$ cat config.mk
export PLATFORM = sky130hd
export DESIGN_NAME = gaussian_blur_3x3_flat
export DESIGN_NICKNAME = d
export VERILOG_FILES = /design/src/rtl/gaussian_blur_3x3_if.sv /design/src/rtl/gaussian_blur_3x3.sv /design/src/flat_wrapper.sv
export SDC_FILE = /design/constraint.sdc
export NUM_CORES = 1
export LEC_CHECK = 0
export BUFFER_PORTS_ARGS = -buffer_cell sky130_fd_sc_hd__buf_2
export CORE_MARGIN = 8
export CORE_UTILIZATION = 30
export DETAILED_ROUTE_END_ITERATION = 7
export HOLD_SLACK_MARGIN = 0.06
export PLACE_DENSITY_LB_ADDON = 0.2
export SYNTH_ARGS = -nofsm -noshare
export SYNTH_HDL_FRONTEND = slang
export SYNTH_SLANG_ARGS = --single-unit
$ cat constraint.sdc
create_clock -name clk -period 9.7 [get_ports clk]
set_input_delay 1.455 -clock clk [delete_from_list [all_inputs] [get_ports clk]]
set_output_delay 1.455 -clock clk [all_outputs]
set_load 0.01 [all_outputs]
$ cat src/rtl/gaussian_blur_3x3_if.sv
// Frame-level bundle between gaussian_blur_3x3 and its SRAM1/SRAM2 neighbours.
// The bypass request bit exists only when GAUS_BYPASS_EN is defined.
interface gaussian_blur_3x3_if #(
  parameter int unsigned X_MAX = 5,
  parameter int unsigned Y_MAX = 5
);
  localparam int unsigned DXW = $clog2(X_MAX + 1);
  localparam int unsigned DYW = $clog2(Y_MAX + 1);
  localparam int unsigned AXW = $clog2(X_MAX) + 1;
  localparam int unsigned AYW = $clog2(Y_MAX) + 1;

  logic           new_trans;
  logic [DXW-1:0] max_x;
  logic [DYW-1:0] max_y;
`ifdef GAUS_BYPASS_EN
  logic           bypass;
`endif
  logic           read_SRAM1;
  logic [AXW-1:0] x_addr1;
  logic [AYW-1:0] y_addr1;
  logic [7:0]     SRAM1_in;
  logic           write_SRAM2;
  logic [AXW-1:0] x_addr2;
  logic [AYW-1:0] y_addr2;
  logic [7:0]     SRAM2_out;
  logic           gaus_sample_flag;
  logic           gaus_done;
  logic           busy;

  modport slave (
`ifdef GAUS_BYPASS_EN
    input  bypass,
`endif
    input  new_trans, max_x, max_y, SRAM1_in,
    output read_SRAM1, x_addr1, y_addr1, write_SRAM2, x_addr2, y_addr2,
           SRAM2_out, gaus_sample_flag, gaus_done, busy
  );

  modport master (
`ifdef GAUS_BYPASS_EN
    output bypass,
`endif
    output new_trans, max_x, max_y, SRAM1_in,
    input  read_SRAM1, x_addr1, y_addr1, write_SRAM2, x_addr2, y_addr2,
           SRAM2_out, gaus_sample_flag, gaus_done, busy
  );
endinterface

$ cat src/rtl/gaussian_blur_3x3.sv
// 3x3 binomial blur with edge-replicate borders, SRAM1 -> SRAM2 in raster order.
// Optional GAUS_BYPASS_EN: per-frame bypass copies pixels unchanged.
module gaussian_blur_3x3 #(
  parameter int unsigned X_MAX = 5,
  parameter int unsigned Y_MAX = 5
) (
  input logic                clk,
  input logic                rst,
  gaussian_blur_3x3_if.slave bus
);
  localparam int unsigned AXW = $clog2(X_MAX) + 1;
  localparam int unsigned AYW = $clog2(Y_MAX) + 1;
  localparam int unsigned DXW = $clog2(X_MAX + 1);
  localparam int unsigned DYW = $clog2(Y_MAX + 1);
  localparam int unsigned CW  = (AXW > AYW) ? AXW : AYW;
  localparam int unsigned SW  = 12;

  typedef enum logic [2:0] {IDLE, FETCH, DRAIN, WRITE, DONE} state_t;

  state_t         state;
  logic [DXW-1:0] mx;
  logic [DYW-1:0] my;
  logic [CW-1:0]  x, y;
  logic [1:0]     c, r, pend_c, pend_r;
  logic           pend, byp;
  logic [7:0]     win [3][3];

  logic           rd, wr, flag, done, busy_q;
  logic [AXW-1:0] xa1, xa2;
  logic [AYW-1:0] ya1, ya2;
  logic [7:0]     pix;

  logic           byp_in_c, last_rd_c, row_end_c;
  logic [1:0]     nc_c, nr_c, sc_c, sr_c;
  logic [CW-1:0]  lim_x_c, lim_y_c, nx_c, ny_c;
  logic [7:0]     tap [3][3];
  logic [SW-1:0]  sum_c;

`ifdef GAUS_BYPASS_EN
  assign byp_in_c = bus.bypass;
`else
  assign byp_in_c = 1'b0;
`endif

  // Offset code o: 0 -> p-1, 1 -> p, 2 -> p+1, clamped to [0, lim].
  function automatic logic [CW-1:0] clamp(input logic [CW-1:0] p, input logic [1:0] o,
                                          input logic [CW-1:0] lim);
    if (o == 2'd0) return (p == '0) ? '0 : p - CW'(1);
    if (o == 2'd2) return (p >= lim) ? lim : p + CW'(1);
    return p;
  endfunction

  // Read sequencing and next-pixel bookkeeping.
  always_comb begin
    lim_x_c   = CW'(mx) - CW'(1);
    lim_y_c   = CW'(my) - CW'(1);
    last_rd_c = byp || (c == 2'd2 && r == 2'd2);
    nc_c      = (r == 2'd2) ? c + 2'd1 : c;
    nr_c      = (r == 2'd2) ? 2'd0 : r + 2'd1;
    row_end_c = (x == lim_x_c);
    nx_c      = row_end_c ? '0 : x + CW'(1);
    ny_c      = row_end_c ? y + CW'(1) : y;
    sc_c      = byp ? 2'd1 : ((nx_c == '0) ? 2'd0 : 2'd2);
    sr_c      = byp ? 2'd1 : 2'd0;
  end

  // Kernel sum; the bottom-right tap is still in flight on SRAM1_in during DRAIN.
  always_comb begin
    for (int i = 0; i < 3; i++)
      for (int j = 0; j < 3; j++)
        tap[i][j] = win[i][j];
    tap[2][2] = bus.SRAM1_in;
    sum_c = '0;
    for (int i = 0; i < 3; i++)
      for (int j = 0; j < 3; j++)
        sum_c = sum_c + (SW'(tap[i][j]) << ((i == 1 ? 1 : 0) + (j == 1 ? 1 : 0)));
  end

  always_ff @(posedge clk) begin
    if (rst) begin
      state <= IDLE;
      mx <= '0; my <= '0; x <= '0; y <= '0;
      c <= '0; r <= '0; pend_c <= '0; pend_r <= '0;
      pend <= 1'b0; byp <= 1'b0;
      rd <= 1'b0; wr <= 1'b0; flag <= 1'b0; done <= 1'b0; busy_q <= 1'b0;
      xa1 <= '0; ya1 <= '0; xa2 <= '0; ya2 <= '0; pix <= '0;
      for (int i = 0; i < 3; i++)
        for (int j = 0; j < 3; j++)
          win[i][j] <= '0;
    end else begin
      pend   <= rd;
      pend_c <= c;
      pend_r <= r;
      if (pend) win[pend_c][pend_r] <= bus.SRAM1_in;

      case (state)
        IDLE, DONE: begin
          if (bus.new_trans) begin
            mx  <= bus.max_x;
            my  <= bus.max_y;
            byp <= byp_in_c;
            x   <= '0;
            y   <= '0;
            if (bus.max_x == '0 || bus.max_y == '0) begin
              state <= DONE;
              done  <= 1'b1;
            end else begin
              state  <= FETCH;
              done   <= 1'b0;
              busy_q <= 1'b1;
              rd     <= 1'b1;
              xa1    <= '0;
              ya1    <= '0;
              c      <= byp_in_c ? 2'd1 : 2'd0;
              r      <= byp_in_c ? 2'd1 : 2'd0;
            end
          end
        end
        FETCH: begin
          if (last_rd_c) begin
            state <= DRAIN;
            rd    <= 1'b0;
          end else begin
            c   <= nc_c;
            r   <= nr_c;
            xa1 <= AXW'(clamp(x, nc_c, lim_x_c));
            ya1 <= AYW'(clamp(y, nr_c, lim_y_c));
          end
        end
        DRAIN: begin
          state <= WRITE;
          wr    <= 1'b1;
          flag  <= 1'b1;
          xa2   <= AXW'(x);
          ya2   <= AYW'(y);
          pix   <= byp ? bus.SRAM1_in : 8'((sum_c + SW'(8)) >> 4);
        end
        WRITE: begin
          wr   <= 1'b0;
          flag <= 1'b0;
          if (row_end_c && y == lim_y_c) begin
            state  <= DONE;
            done   <= 1'b1;
            busy_q <= 1'b0;
          end else begin
            state <= FETCH;
            x     <= nx_c;
            y     <= ny_c;
            rd    <= 1'b1;
            c     <= sc_c;
            r     <= sr_c;
            xa1   <= AXW'(clamp(nx_c, sc_c, lim_x_c));
            ya1   <= AYW'(clamp(ny_c, sr_c, lim_y_c));
            // Mid-row: slide the window so only the new right column is fetched.
            if (nx_c != '0) begin
              for (int j = 0; j < 3; j++) begin
                win[0][j] <= win[1][j];
                win[1][j] <= win[2][j];
              end
            end
          end
        end
        default: state <= IDLE;
      endcase
    end
  end

  assign bus.read_SRAM1       = rd;
  assign bus.x_addr1          = xa1;
  assign bus.y_addr1          = ya1;
  assign bus.write_SRAM2      = wr;
  assign bus.x_addr2          = xa2;
  assign bus.y_addr2          = ya2;
  assign bus.SRAM2_out        = pix;
  assign bus.gaus_sample_flag = flag;
  assign bus.gaus_done        = done;
  assign bus.busy             = busy_q;
endmodule

$ cat src/flat_wrapper.sv
// flat-port wrapper written by rule: the top's interface ports become plain ports
module gaussian_blur_3x3_flat 
#(
  parameter int unsigned X_MAX = 5,
  parameter int unsigned Y_MAX = 5
)
  (clk, rst, bus_new_trans, bus_max_x, bus_max_y, bus_SRAM1_in, bus_read_SRAM1, bus_x_addr1, bus_y_addr1, bus_write_SRAM2, bus_x_addr2, bus_y_addr2, bus_SRAM2_out, bus_gaus_sample_flag, bus_gaus_done, bus_busy);
  gaussian_blur_3x3_if #(.X_MAX(X_MAX), .Y_MAX(Y_MAX)) bus_i ();
  input logic clk;
  input logic rst;
  input wire logic [$bits(bus_i.new_trans)-1:0] bus_new_trans;
  input wire logic [$bits(bus_i.max_x)-1:0] bus_max_x;
  input wire logic [$bits(bus_i.max_y)-1:0] bus_max_y;
  input wire logic [$bits(bus_i.SRAM1_in)-1:0] bus_SRAM1_in;
  output wire logic [$bits(bus_i.read_SRAM1)-1:0] bus_read_SRAM1;
  output wire logic [$bits(bus_i.x_addr1)-1:0] bus_x_addr1;
  output wire logic [$bits(bus_i.y_addr1)-1:0] bus_y_addr1;
  output wire logic [$bits(bus_i.write_SRAM2)-1:0] bus_write_SRAM2;
  output wire logic [$bits(bus_i.x_addr2)-1:0] bus_x_addr2;
  output wire logic [$bits(bus_i.y_addr2)-1:0] bus_y_addr2;
  output wire logic [$bits(bus_i.SRAM2_out)-1:0] bus_SRAM2_out;
  output wire logic [$bits(bus_i.gaus_sample_flag)-1:0] bus_gaus_sample_flag;
  output wire logic [$bits(bus_i.gaus_done)-1:0] bus_gaus_done;
  output wire logic [$bits(bus_i.busy)-1:0] bus_busy;
  assign bus_i.new_trans = bus_new_trans;
  assign bus_i.max_x = bus_max_x;
  assign bus_i.max_y = bus_max_y;
  assign bus_i.SRAM1_in = bus_SRAM1_in;
  assign bus_read_SRAM1 = bus_i.read_SRAM1;
  assign bus_x_addr1 = bus_i.x_addr1;
  assign bus_y_addr1 = bus_i.y_addr1;
  assign bus_write_SRAM2 = bus_i.write_SRAM2;
  assign bus_x_addr2 = bus_i.x_addr2;
  assign bus_y_addr2 = bus_i.y_addr2;
  assign bus_SRAM2_out = bus_i.SRAM2_out;
  assign bus_gaus_sample_flag = bus_i.gaus_sample_flag;
  assign bus_gaus_done = bus_i.gaus_done;
  assign bus_busy = bus_i.busy;
  gaussian_blur_3x3 #(.X_MAX(X_MAX), .Y_MAX(Y_MAX)) u_core (.clk(clk), .rst(rst), .bus(bus_i));
endmodule
* Yosys cells after proc, flatten, opt, wreduce, memory -nomap -nowiden
Memory sizes are Yosys's and may differ from the RTL's.
Cells that the tools add are included.
** Cells by class
- Add/sub/neg operators :: 20
- Magnitude comparators :: 5
- Equality and inequality tests :: 23
- Multiplexer cells :: 118
- Bitwise operators :: 439
- Reduce and logical (&&, ||, !) cells :: 27
** Operators by type and width (count)
- $and A1 B1 Y1 :: 192
- $not A1 Y1 :: 144
- $mux W4 :: 32
- $and A1 B1 Y1 const B :: 96
- $mux W24 :: 3
- $mux W8 :: 7
- $mux W1 :: 50
- $add A12 B8 Y12 :: 3
- $add A12 B9 Y12 :: 3
- $pmux W4 S3 :: 2
- $reduce_or A24 Y1 :: 1
- $eq A2 B2 Y1 const B :: 11
- $mux W2 :: 10
- $demux W8 S2 :: 1
- $logic_not A4 Y1 :: 4
- $pmux W4 S2 :: 2
- $sub A4 B1 Y4 const B :: 4
- $add A12 B10 Y12 :: 1
- $add A12 B4 Y12 const B :: 1
- $add A4 B1 Y4 const B :: 3
- $ge A4 B4 Y1 :: 3
- $mux W3 :: 4
- $pmux W2 S3 :: 2
- $pmux W3 S4 :: 1
- 27 further kinds :: 52
** Storage, ports and cells
- Flip-flop bits (word level) :: 54
- Memory bits (writable) :: 72
- Bits of input ports :: 17
- Output and inout port bits :: 29
- Logic and storage cells :: 652
- Memories kept :: 1
** Memory list
- u_core.win :: words 3, bits a word 24, rd ports 3, clocked after Yosys merged registers in 0, wr ports 3, RTL line gaussian_blur_3x3.sv:26 : logic [7:0] win [3][3];

* Logic depth before layout (Yosys ltp)
- Depth in word-level cells :: 19
- Gate-level depth with buffers :: 21
- Depth with buffers taken out :: 21

* Worst setup path after synthesis
Ideal clock, no wire load.
- Kind :: input to register
- From :: input port bus_SRAM1_in[2]
- To :: register u_core.pix[6], in the netlist u_core.bus.SRAM2_out[6]
- Arrival :: 5.351 ns
- Required time :: 9.573 ns
- Path slack :: 4.222 ns
- Stages on the path :: 14
- Buffers on the path :: 1
- Cell sequence :: clkbuf_1 -> inv_1 -> fa_1 -> fa_1 -> fa_1 -> fa_1 -> inv_1 -> ha_1 -> and4_1 -> a221o_1 -> a21o_1 -> a21oi_1 -> nor3_1 -> or3b_1
** On the way
- Cells in the longest elaborated chain, start to end :: 2
** Ends and longest elaborated chain
- from (decl) :: RTL line flat_wrapper.sv:14 : input wire logic [$bits(bus_i.SRAM1_in)-1:0] bus_SRAM1_in;
- $add A12 B8 Y12 :: RTL line gaussian_blur_3x3.sv:76 : sum_c = sum_c + (SW'(tap[i][j]) << ((i == 1 ? 1 : 0) + (j == 1 ? 1 : 0)));
- $add A12 B4 Y12 :: RTL line gaussian_blur_3x3.sv:136 : pix <= byp ? bus.SRAM1_in : 8'((sum_c + SW'(8)) >> 4);
- to (signal assigned) :: RTL line gaussian_blur_3x3.sv:136
- to (decl) :: RTL line gaussian_blur_3x3.sv:31 : logic [7:0] pix;
No other way between the ends.
A chain may end at the register's enable or synchronous reset.

==> flow_summary.ini <==
[status]
run_status = completed

[sta]
setup_slack_ns = 3.920
period_share = 0.5959
hold_viol_final = 0
slew_violations = 0
setup-tns-final_ns = 0
finalSetupViolations = 0
grt_setup_unrepaired = no
fin_skew_ns = 0.01342
max-slew-margin-rel = 0.2440
worst_slew_pin_slew_ns = 1.126
fmax_mhz = 173.0
layout_min_cycle_time_ns = 5.780

[finish]
syn2layout_area_growth_pct = 12.81
final_core_util = 0.3428
instances_no_fill = 1313
layout-drive-gt1-share = 0.1134
diodes = 0
final_nets = 1035
fillerInstances = 2914

[drt]
vias = 6327
route.detailed.drc = 0
drt-total-wl_um = 23240
ant_nets = 0
drt-initial-drc-count = 347
wl_per_cell_um = 17.70
firstDrtPassIters = 5
vias_per_cell = 4.819

[cts]
cts_made_buffers = 17
postCtsHoldBufs = 0
post_cts_resized = 0
postCtsSetupBuffers = 0
clock_path_buffers = 2
clk_root_buffer_cell = clkbuf_16
cts_tree = built
h-tree-depth = 4
cts_sinks = 126
clkTransAtPathRegs_ns = 0.06
clkLatencyLatePin_ns = 0.43

[synth]
synth_ff_type = edfxtp_1
yosys_warnings = 0
synth-edff-count = 72
ys_ff_latch = 126
synth_nets = 1018
yosysSeqAreaShare = 0.3852
async_reset_ff_frac = 0
syn_avg_cell_area_um2 = 9.303
syn_area_mm2 = 0.008419
synth_cell_types = 67
synth_cells = 905

[worst_setup_path]
worstPathMaxFanout = 4
endpoint_kind = flip-flop
crit_arrival_ns = 6.08
worst_setup_path_start_kind = flip-flop
worst_ep_required_time_ns = 10.00
criticalPathCategory = reg2reg

[placement]
place.port_buffers = 45
hpwl_um = 16980
dp.cells = 1281
place_congestion = 0.8474
post-place-ws_ns = 3.889

[die]
initial_core_util = 0.3039
fp.dieArea_mm2 = 0.03368
fp-row-count = 61
die_y_um = 183.5
coreArea_mm2 = 0.02771
pin_count = 46
die_w_um = 183.5

[global_routing]
grt_pass1_vias = 6386
track_usage = 0.1430
grt_max_degree = 59
antenna_found_initial = 0
gr-total-overflow = 0
grt_pass1_wl_um = 36830

[min_path]
hp-class = reg2reg

[power]
switchingPower_w = 0.0006216
pwr-share-clk = 0.351
p_per_area_mw_per_mm2 = 191.3
switching_share = 0.3421
ir_drop_v = 0.00009539
leakagePower_nw = 4.060
intPower_w = 0.001196
pwr-share-comb = 0.314
pwr-share-seq = 0.335

[job]
drv_cap = 0
placed cells by master, fill, tap and decap left out, types with 18 or more instances in the layout:
master / netlist / final
fa_1: 48 / 48
dfxtp_1: 54 / 54
buf_2: 11 / 45
nor2_1: 44 / 44
inv_1: 87 / 87
a21oi_1: 45 / 45
ha_1: 48 / 48
clkbuf_16: 0 / 20
xnor2_1: 18 / 18
nand2_1: 141 / 141
and2_1: 25 / 25
nand3_1: 60 / 60
edfxtp_1: 72 / 72
cell type report:
class,count,area (µm²),share of cell area
Clock inverter,10,75.07,0.007904
Timing Repair Buffer,51,270.3,0.02845
Inverter,87,326.6,0.03438
Multi-Input combinational cell,639,4602,0.4845
Clock buffer,22,508.0,0.05348
Tap cell,378,473.0,0.04980
Sequential cell,126,3243,0.3415
worst max-delay path, stage by stage (launching register included):
cell and delay, ns:
edfxtp_1 0.38, ha_1 0.24, fa_1 0.47, a21o_1 0.20
a21oi_1 0.23, xnor2_1 0.13, fa_1 0.51, inv_1 0.07
fa_1 0.51, fa_1 0.54, fa_1 0.55, inv_1 0.04
ha_1 0.34, and4_1 0.19, a221o_1 0.35, a21o_1 0.20
a21oi_1 0.26, nor3_1 0.09, or3b_1 0.34
metal layers:
| layer | share of wire | vias up | track usage |
|---|---|---|---|
| met2 | 0.48 | 111 | 0.2420 |
| met5 | 0 | - | 0 |
| li1 | - | 3123 | - |
| met4 | 0.012 | 0 | 0.04034 |
| met1 | 0.47 | 3073 | 0.1859 |
| met3 | 0.031 | 20 | 0.02312 |
cells by family after synthesis:
logic type / count (synthesis) / share of synthesized area
AND/OR/NAND/NOR: 367 / 0.2127
AO/OA/AOI/OAI: 143 / 0.1100
buffers and inverters: 140 / 0.07118
flip-flops: 126 / 0.3852
adder cells (fa/ha/maj): 96 / 0.1855
XOR/XNOR: 26 / 0.02705
multiplexers: 7 / 0.008471
flip-flops by register name, indices dropped and copies added (netlist names):
signal	flops
u_core.c	2
u_core.bus.x_addr2	4
u_core.bus.SRAM2_out	8
u_core.my	3
u_core.win	72
u_core.pend	1
u_core.bus.y_addr2	4
u_core.bus.y_addr1	4
u_core.bus.gaus_done	1
u_core.bus.read_SRAM1	1
u_core.y	4
u_core.r	2
u_core.bus.x_addr1	4
u_core.x	4
u_core.state	3
u_core.mx	3
u_core.pend_c	2
u_core.bus.write_SRAM2	1
u_core.pend_r	2
u_core.bus.busy	1
power groups by stage:
stage,clock [W],sequential (W),combinational (W)
after detailed placement,0,0.000621,0.000581
after global placement,0,0.000621,0.000580
after CTS,0.000654,0.000610,0.000586
final,0.000638,0.000609,0.000570
after global routing,0.000672,0.000613,0.000647
after floorplan,0,0.000614,0.000422
synth_stat cells (all sizes together) (5+ instances only):
master | count | share of area
ha | 48 | 0.071
o21ai | 32 | 0.022
a21oi | 45 | 0.027
nand4 | 6 | 0.0045
fa | 48 | 0.11
a211o | 6 | 0.0062
mux2i | 6 | 0.0071
a21o | 8 | 0.0071
and2 | 26 | 0.019
xor2 | 8 | 0.0083
nor3b | 5 | 0.0045
or3 | 12 | 0.0089
dfxtp | 54 | 0.13
edfxtp | 72 | 0.26
xnor2 | 18 | 0.019
inv | 87 | 0.039
nor4 | 5 | 0.0037
nand2 | 141 | 0.063
nand2b | 13 | 0.0097
nand3 | 60 | 0.036
nor2b | 10 | 0.0077
or2 | 6 | 0.0045
a211oi | 5 | 0.0051
clkbuf | 28 | 0.012
nor3 | 19 | 0.012
a31oi | 16 | 0.012
buf | 25 | 0.020
nor2 | 44 | 0.020
stage by stage:
stage | hold slack, ns | total power [W] | area (µm²)
after global routing | 0.4746 | 0.001932 | 9498
after detailed placement | 0.4469 | 0.001202 | 8915
after floorplan | 0.4440 | 0.001036 | 8419
after CTS | 0.4560 | 0.001850 | 9498
after global placement | 0.4422 | 0.001201 | 8915
final | 0.4524 | 0.001817 | 9498
path summary, 6_finish.rpt:
path	start	end	slack, ns	depth (start not counted)
max	u_core.win[0][8]	u_core.bus.SRAM2_out[6]	3.92	18
min	u_core.bus.y_addr2[3]	u_core.bus.y_addr2[3]	0.45	2
max reg2reg	u_core.win[0][8]	u_core.bus.SRAM2_out[6]	3.92	18
min reg2reg	u_core.bus.y_addr2[3]	u_core.bus.y_addr2[3]	0.45	2
Power figures use the tool's default switching activity.
